==> config.mk <==
export PLATFORM = sky130hd
export DESIGN_NAME = data_ram_arbiter
export DESIGN_NICKNAME = d
export VERILOG_FILES = /design/src/rtl/data_ram_arbiter.sv
export SDC_FILE = /design/constraint.sdc
export NUM_CORES = 1
export LEC_CHECK = 0
export CORE_AREA = 3 3 118 120
export CTS_CLUSTER_DIAMETER = 200
export CTS_CLUSTER_SIZE = 40
export DETAILED_ROUTE_END_ITERATION = 7
export DIE_AREA = 0 0 121 123
export GPL_ROUTABILITY_DRIVEN = 0
export PLACE_DENSITY = 0.72
export REMOVE_ABC_BUFFERS = 1
export SLEW_MARGIN = 25
export SYNTH_ARGS = -nofsm -noshare
export SYNTH_HDL_FRONTEND = slang
export SYNTH_SLANG_ARGS = --single-unit
==> constraint.sdc <==
create_clock -name clk -period 2.1 [get_ports clk]
set_clock_uncertainty 0.1 [all_clocks]
set_input_delay 0.315 -clock clk [delete_from_list [all_inputs] [get_ports clk]]
set_output_delay 0.315 -clock clk [all_outputs]
set_load 0.1 [all_outputs]
==> src/rtl/data_ram_arbiter.sv <==
// Two-master round-robin arbiter in front of a single-port data RAM.
// Each access takes one ACCESS cycle on the RAM and one RESP cycle that pulses the ack.
module data_ram_arbiter #(
  parameter int ADDR_W = 32,
  parameter int DATA_W = 32
) (
  input  logic                clk,
  input  logic                rst,

  input  logic                m0_req,
  input  logic                m0_we,
  input  logic [DATA_W/8-1:0] m0_sel,
  input  logic [ADDR_W-1:0]   m0_addr,
  input  logic [DATA_W-1:0]   m0_wdata,
  output logic [DATA_W-1:0]   m0_rdata,
  output logic                m0_ack,

  input  logic                m1_req,
  input  logic                m1_we,
  input  logic [DATA_W/8-1:0] m1_sel,
  input  logic [ADDR_W-1:0]   m1_addr,
  input  logic [DATA_W-1:0]   m1_wdata,
  output logic [DATA_W-1:0]   m1_rdata,
  output logic                m1_ack,

  output logic                ram_ce,
  output logic                ram_we,
  output logic [ADDR_W-1:0]   ram_addr,
  output logic [DATA_W/8-1:0] ram_sel,
  output logic [DATA_W-1:0]   ram_data_o,
  input  logic [DATA_W-1:0]   ram_data_i
);

  typedef enum logic [1:0] {
    IDLE   = 2'd0,
    ACCESS = 2'd1,
    RESP   = 2'd2
  } state_t;

  state_t state_q, state_d;
  logic   grant_q, grant_d;     // 0 = m0, 1 = m1
  logic   last_grant_q;
  logic   in_access;

  // Next-state and grant selection.
  always_comb begin
    // NOTE: every output of this block gets a default first, otherwise a
    // path that skips an assignment infers a latch.
    state_d = state_q;
    grant_d = grant_q;
    case (state_q)
      IDLE: begin
        if (m0_req || m1_req) begin
          state_d = ACCESS;
          if (m0_req && m1_req) grant_d = ~last_grant_q;
          else                  grant_d = m1_req;
        end
      end
      ACCESS: state_d = RESP;
      RESP: begin
        // Only the other master can chain; the served master's req is stale here.
        if (grant_q ? m0_req : m1_req) begin
          state_d = ACCESS;
          grant_d = ~grant_q;
        end else begin
          state_d = IDLE;
        end
      end
      default: state_d = IDLE;
    endcase
  end

  // NOTE: sequential state uses non-blocking assignments so every register
  // samples the pre-edge values regardless of statement order.
  always_ff @(posedge clk) begin
    if (rst) begin
      state_q      <= IDLE;
      grant_q      <= 1'b0;
      last_grant_q <= 1'b1;
      m0_rdata     <= '0;
      m1_rdata     <= '0;
    end else begin
      state_q <= state_d;
      grant_q <= grant_d;
      if (state_d == ACCESS) last_grant_q <= grant_d;
      if (state_q == ACCESS) begin
        if (grant_q) m1_rdata <= m1_we ? '0 : ram_data_i;
        else         m0_rdata <= m0_we ? '0 : ram_data_i;
      end
    end
  end

  assign in_access = (state_q == ACCESS);

  // RAM command is driven only in ACCESS; ce/we are also killed by reset so an
  // interrupted write never lands in the RAM.
  always_comb begin
    ram_ce     = in_access & ~rst;
    ram_we     = 1'b0;
    ram_addr   = '0;
    ram_sel    = '0;
    ram_data_o = '0;
    if (in_access) begin
      ram_we     = (grant_q ? m1_we : m0_we) & ~rst;
      ram_addr   = grant_q ? m1_addr  : m0_addr;
      ram_sel    = grant_q ? m1_sel   : m0_sel;
      ram_data_o = grant_q ? m1_wdata : m0_wdata;
    end
  end

  assign m0_ack = (state_q == RESP) & ~grant_q;
  assign m1_ack = (state_q == RESP) &  grant_q;

endmodule

==> results of run 1 <==
flip-flops by register name, indices dropped and copies added (netlist names):
name	cells
m0_rdata	32
m1_rdata	32
state_q	2
grant_q	1
last_grant_q	1
metrics by stage:
| step | setup WS (ps) | std cells | utilization | TNS [ps] |
|---|---|---|---|---|
| final | -81.62 | 886 | 0.6246 | -2210 |
| after global routing | -134.2 | 886 | 0.6246 | -5348 |
| after CTS | -98.88 | 879 | 0.6012 | -3654 |
| after detailed placement | 22.75 | 854 | 0.5562 | 0 |
| after global placement | 97.09 | 854 | 0.5562 | 0 |
| after floorplan | -1751 | 355 | - | -150530 |
cells in the mapped netlist, types with 2 or more instances:
| cell type | n |
|---|---|
| o2bb2ai_1 | 2 |
| mux2i_1 | 2 |
| nor2_1 | 7 |
| clkbuf_1 | 14 |
| a21oi_1 | 55 |
| nand2b_1 | 3 |
| buf_4 | 2 |
| a21oi_2 | 10 |
| nand2_1 | 66 |
| a22o_1 | 68 |
| nand3b_1 | 54 |
| buf_2 | 21 |
| dfxtp_1 | 68 |
| buf_6 | 5 |
| nand3b_2 | 10 |
metal layers:
layer	share of wire	vias up	routed length [um]
met2	0.53	214	10200
met5	0.00068	-	13
met3	0.087	28	1669
met4	0.022	2	419
met1	0.36	2153	6852
li1	-	2059	-
timing repair:
action	in CTS	in global routing
gates cloned	3	5
resized for setup	25	28
setup endpoints to repair	68	68
buffers inserted	6	3
pin swaps	18	4
worst max-delay path: cells and delay by family (launching register included):
kind	cells	cell delay [ps]
flip-flops	1	340
buffers and inverters	3	450
AND/OR/NAND/NOR	2	460
AO/OA/AOI/OAI	1	170
power groups by stage:
| stage | clock [mW] | combinational (mW) | sequential [mW] |
|---|---|---|---|
| after detailed placement | 0 | 2.18 | 1.38 |
| after CTS | 1.58 | 2.29 | 1.36 |
| after floorplan | 0 | 0.958 | 1.59 |
| after global routing | 1.63 | 2.43 | 1.36 |
| final | 1.55 | 2.37 | 1.35 |
| after global placement | 0 | 2.16 | 1.38 |
worst max path at each step:
stage | to | slack [ps] | depth (start not counted)
6_report | ram_addr[8] | -80 | 6
5_1_grt | ram_data_o[17] | -130 | 6
4_1_cts | ram_data_o[1] | -100 | 5
3_5_place_dp | ram_addr[27] | 20 | 5
3_3_place_gp | ram_addr[27] | 100 | 5
2_1_floorplan | ram_addr[0] | -1750 | 3
cell families (layout without fill, tap and decap cells):
kind of cell           Yosys count  count (layout)  synth area share
AOI/OAI and AO/OA              138             138            0.2876
and+or+nand+nor                146             146            0.2465
buffers and inverters           44             356           0.06810
DFF                             68              68            0.3921
muxes                            2               2          0.005766
cell type report:
class,instances,area share
Clock buffer,11,0.03092
Inverter,1,0.0004593
Sequential cell,68,0.1679
Clock inverter,5,0.007348
Tap cell,176,0.02694
Multi-Input combinational cell,286,0.2649
Timing Repair Buffer,339,0.5015
==> impl_metrics.env, run 1 <==
export IMPL_layout_area_overhead_vs_synth_pct=135.4
export IMPL_die_w_um=121
export IMPL_numCtsBuffers=9
export IMPL_reg2reg_depth=7
export IMPL_fin_crit_sh=1.039
export IMPL_grt_max_degree=47
export IMPL_ys_flop_type="dfxtp_1"
export IMPL_drc_errors=0
export IMPL_cts_sinks=68
export IMPL_ys_seq_elements=68
export IMPL_comb_power_share=0.450
export IMPL_wirelength_um=19160
export IMPL_violations="negative setup slack"
export IMPL_slew_violations=0
export IMPL_synth_area_leaders="dfxtp_1, a22o_1, nand3b_1"
export IMPL_mostFrequentLayoutCell="clkdlybuf4s50_1"
export IMPL_clk_insertion_delay_late_ps=330
export IMPL_power_internal_mw=3.278
export IMPL_coreArea_um2=13090
export IMPL_grt_pass1_wl_um=25920
export IMPL_diodes=0
export IMPL_detail_route_antenna_nets=0
export IMPL_drive_gt1_frac=0.3408
export IMPL_grtUsageMet3=0.08188
export IMPL_regArea_um2=1373
export IMPL_cts_tree="yes"
export IMPL_ys_warn_count=0
export IMPL_nFillCells=1054
export IMPL_worstPathRequired_ps=1680
export IMPL_viasPerCell=5.029
export IMPL_synth_cell_types=26
export IMPL_overflow=0
export IMPL_relSlewSlack=0.6405
export IMPL_total_power_mw=5.269
export IMPL_ctsHtreeMaxLevel=3
export IMPL_clk_pin_slew_worst_paths_ps=50
export IMPL_rrSetupSlack_ps=270
export IMPL_fp_dieH_um=123
export IMPL_syn_area_um2=3472
export IMPL_drv_cap=0
export IMPL_finalSetupViolCount=41
export IMPL_multi_input_area_um2=2165
export IMPL_hp_class="reg -> reg"
export IMPL_rsz0062_at_grt="yes"
export IMPL_hold_path_end="m0_rdata[28]"
export IMPL_drt_iter0_drc=289
export IMPL_min_period_ps=2182
export IMPL_cts_root_buffer="clkbuf_16"
export IMPL_cp_end_kind="output port"
export IMPL_final_hold_violation_count=0
export IMPL_worst_slew_pin_slew_ps=539.2
export IMPL_synth_edf_count=0
export IMPL_timing_rr_end="m1_rdata[29]"
export IMPL_num_rows=42
export IMPL_cp_slowest_cell="dfxtp_4"
export IMPL_cp_max_fo=6
export IMPL_r2r_start="state_q[1]"
export IMPL_cp_start_kind="flop"
export IMPL_use_met1=0.2423
export IMPL_crit_arrival_ps=1770
export IMPL_sequentialPowerShare=0.257
export IMPL_num_io_pins=310
export IMPL_criticalPathCategory="reg -> out"
export IMPL_vdd_ir_drop_worst_v=0.0002936
export IMPL_power_density_nw_per_um2=644.7
export IMPL_power_switching_mw=1.991
export IMPL_met2_usage=0.4231
export IMPL_worstHoldStart="m0_rdata[28]"
export IMPL_initial_core_util=0.2653
export IMPL_yosysTopAreaCell="dfxtp_1"
export IMPL_grt_use_total=0.2291
export IMPL_hold_depth=2
export IMPL_port_buffer_count=309
export IMPL_clkPwrFrac=0.294
export IMPL_finalInstanceArea_um2=8173
export IMPL_worstPathCellList="and2b_4, and2_4, buf_12, clkbuf_16, a22o_1, buf_12"
export IMPL_layout_common_cells="clkdlybuf4s50_1, buf_12, buf_4"
export IMPL_clock_path_buffers=2
export IMPL_gr_max_usage_layer="met2"
export IMPL_postSynthAreaPerCell_um2=8.724
export IMPL_placed_cell_area_um2=7278
export IMPL_synthCells=398
export IMPL_grt_pass1_vias=4410
export IMPL_ys_seq_area_frac=0.3921
export IMPL_max_freq_ghz=0.4584
export IMPL_cpPeakStageDelay_ps=340
export IMPL_setup_slack_ps=-81.62
export IMPL_synthArstFlopShare=0
export IMPL_p_leak_nw=3.275
export IMPL_fin_nets=879
export IMPL_crit_top_cell="buf_12"
export IMPL_yosysTopAreaCellShare=0.3921
export IMPL_num_vias=4456
export IMPL_dieArea_um2=14880
export IMPL_holdBufCountCts=0
export IMPL_whs_ps=350.6
export IMPL_dr_pass1_iters=4
export IMPL_outcome="finished with violations"
export IMPL_wl_per_cell_um=21.62
export IMPL_crit_start="state_q[1]"
export IMPL_hpwl_um=13950
export IMPL_swShare=0.3779
export IMPL_grt_antenna_before_repair=1
Note: power is estimated with default switching activity, not from simulation.
==> run 2, diff against run 1 <==
--- a/config.mk
+++ b/config.mk
@@ -5,13 +5,13 @@
 export SDC_FILE = /design/constraint.sdc
 export NUM_CORES = 1
 export LEC_CHECK = 0
-export CORE_AREA = 3 3 118 120
+export CORE_AREA = 2 2 121 123
 export CTS_CLUSTER_DIAMETER = 200
 export CTS_CLUSTER_SIZE = 40
 export DETAILED_ROUTE_END_ITERATION = 7
-export DIE_AREA = 0 0 121 123
+export DIE_AREA = 0 0 123 125
 export GPL_ROUTABILITY_DRIVEN = 0
-export PLACE_DENSITY = 0.72
+export PLACE_DENSITY = 0.68
 export REMOVE_ABC_BUFFERS = 1
 export SLEW_MARGIN = 25
 export SYNTH_ARGS = -nofsm -noshare
==> run 2 against run 1 <==
Compared with the run above: core utilization fell by 5.8 points; wire length decreased by 7.5%; clock power is 6% higher; total power rose by 1.0%; final cell count rose by 1.4%; the flow still finishes with violations (negative setup slack); sequential power hardly changed; combinational power down 2%; die area rose by 3.3%; register-to-register slack better by 80 ps; flip-flop and latch count stayed put.
==> impl_metrics.env, run 2 (synthesized netlist as in run 1, its figures left out) <==
export IMPL_cts_root_buffer="clkbuf_16"
export IMPL_drive_gt1_frac=0.3249
export IMPL_reg2reg_depth=8
export IMPL_final_cells=898
export IMPL_cts_tree="yes"
export IMPL_coreArea_um2=14200
export IMPL_pre_cts_ws_ps=102.3
export IMPL_drc_errors=0
export IMPL_detail_route_antenna_nets=0
export IMPL_mostFrequentLayoutCell="clkdlybuf4s50_1"
export IMPL_overflow=0
export IMPL_swShare=0.3752
export IMPL_layout_common_cells="clkdlybuf4s50_1, buf_4, buf_12"
export IMPL_fin_nets=883
export IMPL_min_period_ps=2143
export IMPL_layout_area_overhead_vs_synth_pct=131.8
export IMPL_num_vias=4358
export IMPL_ctsHtreeMaxLevel=3
export IMPL_nFillCells=1213
export IMPL_grt_max_degree=36
export IMPL_max_freq_ghz=0.4666
export IMPL_wirelength_um=17730
export IMPL_sequentialPowerShare=0.254
export IMPL_grt_use_total=0.2205
export IMPL_dieArea_um2=15380
export IMPL_rsz0062_at_grt="yes"
export IMPL_criticalPathCategory="reg -> out"
export IMPL_holdBufCountCts=0
export IMPL_power_internal_mw=3.325
export IMPL_fin_util=0.5667
export IMPL_hold_path_end="m0_rdata[26]"
export IMPL_worstHoldStart="m0_rdata[26]"
export IMPL_crit_arrival_ps=1730
export IMPL_finalSetupViolCount=49
export IMPL_viasPerCell=4.853
export IMPL_final_hold_violation_count=0
export IMPL_hold_depth=2
export IMPL_drt_iter0_drc=296
export IMPL_port_buffer_count=309
export IMPL_clk_pin_slew_worst_paths_ps=60
export IMPL_comb_power_share=0.438
export IMPL_cp_max_fo=35
export IMPL_violations="negative setup slack"
export IMPL_fin_crit_sh=1.021
export IMPL_cp_start_kind="flop"
export IMPL_initial_core_util=0.2445
export IMPL_die_w_um=123
export IMPL_wl_per_cell_um=19.74
export IMPL_rrSetupSlack_ps=350
export IMPL_hp_class="reg -> reg"
export IMPL_power_switching_mw=1.997
export IMPL_grt_pass1_vias=4444
export IMPL_clk_insertion_delay_late_ps=330
export IMPL_top_regs="m0_rdata: 32 flops, m1_rdata: 32 flops, state_q: 2 flops"
export IMPL_fp_dieH_um=125
export IMPL_whs_ps=351.7
export IMPL_cp_end_kind="output port"
export IMPL_p_leak_nw=3.207
export IMPL_outcome="finished with violations"
export IMPL_worst_slew_pin_slew_ps=386.9
export IMPL_r2r_start="state_q[1]"
export IMPL_diodes=0
export IMPL_power_density_nw_per_um2=661.2
export IMPL_num_rows=44
export IMPL_worstPathRequired_ps=1680
export IMPL_vdd_ir_drop_worst_v=0.0002999
export IMPL_dp_cells=865
export IMPL_numCtsBuffers=9
export IMPL_clock_path_buffers=2
export IMPL_grt_pass1_wl_um=25700
export IMPL_timing_rr_end="m0_rdata[0]"
export IMPL_hpwl_um=13180
export IMPL_cts_sinks=68
export IMPL_grt_antenna_before_repair=1
export IMPL_clkPwrFrac=0.308
export IMPL_slew_violations=0
export IMPL_setup_slack_ps=-43.34
export IMPL_crit_start="state_q[1]"
export IMPL_num_io_pins=310
export IMPL_dr_pass1_iters=4
export IMPL_relSlewSlack=0.7421
export IMPL_drv_cap=0
## run 2: how the worst max path moves through the flow
stage / end / slack (ps) / cells past startpoint
detailed placement: ram_addr[17] / 100 / 5
global placement: ram_addr[17] / 180 / 5
global route: ram_addr[24] / -130 / 5
finish: ram_addr[6] / -40 / 5
CTS: ram_addr[9] / -60 / 5
floorplan: ram_addr[0] / -1750 / 3
## run 2: what timing repair did
action                                  4_1_cts  5_1_grt
pin swaps                                    12        4
hold endpoints to repair                      0        0
gates resized for setup                      22        8
cloned                                        3        2
setup buffers                                 8        4
endpoints found under the setup margin       68       68
## run 2: cell type report
class,instances,area (um2),share of cell area
repair buffers,343,4073,0.5060
multi-input cells,286,2051,0.2548
flip-flops and latches,68,1366,0.1697
well taps,184,230.2,0.02860
clock buffers,9,225.2,0.02798
clock inverters,7,100.1,0.01244
inverters,1,3.754,0.0004663
## run 2: critical path, stage by stage (launching register included)
cell,delay (ps)
dfxtp_2,330
and2b_4,250
and2_4,190
buf_12,200
a22o_1,210
buf_12,190
## run 2: per-layer routing
| layer | wire, um | global-route usage |
|---|---|---|
| met5 | 12 | 0 |
| met1 | 6389 | 0.2395 |
| met2 | 9285 | 0.4020 |
| met3 | 1592 | 0.07801 |
| met4 | 450 | 0.05548 |
## run 2: power by group through the flow
stage / Sequential (mW) / Clock [mW] / Combinational, mW
detailed placement: 1.38 / 0 / 2.18
finish: 1.35 / 1.64 / 2.33
global placement: 1.38 / 0 / 2.17
floorplan: 1.59 / 0 / 0.958
CTS: 1.35 / 1.68 / 2.29
global route: 1.35 / 1.73 / 2.40
## run 2: stage by stage
step	setup TNS, ps	area (um2)	total power [mW]
after detailed placement	0	7298	3.564
final	-1210	8049	5.322
after CTS	-1997	7904	5.321
after floorplan	-150530	3239	2.550
after global placement	0	7298	3.547
after global routing	-5444	8049	5.480
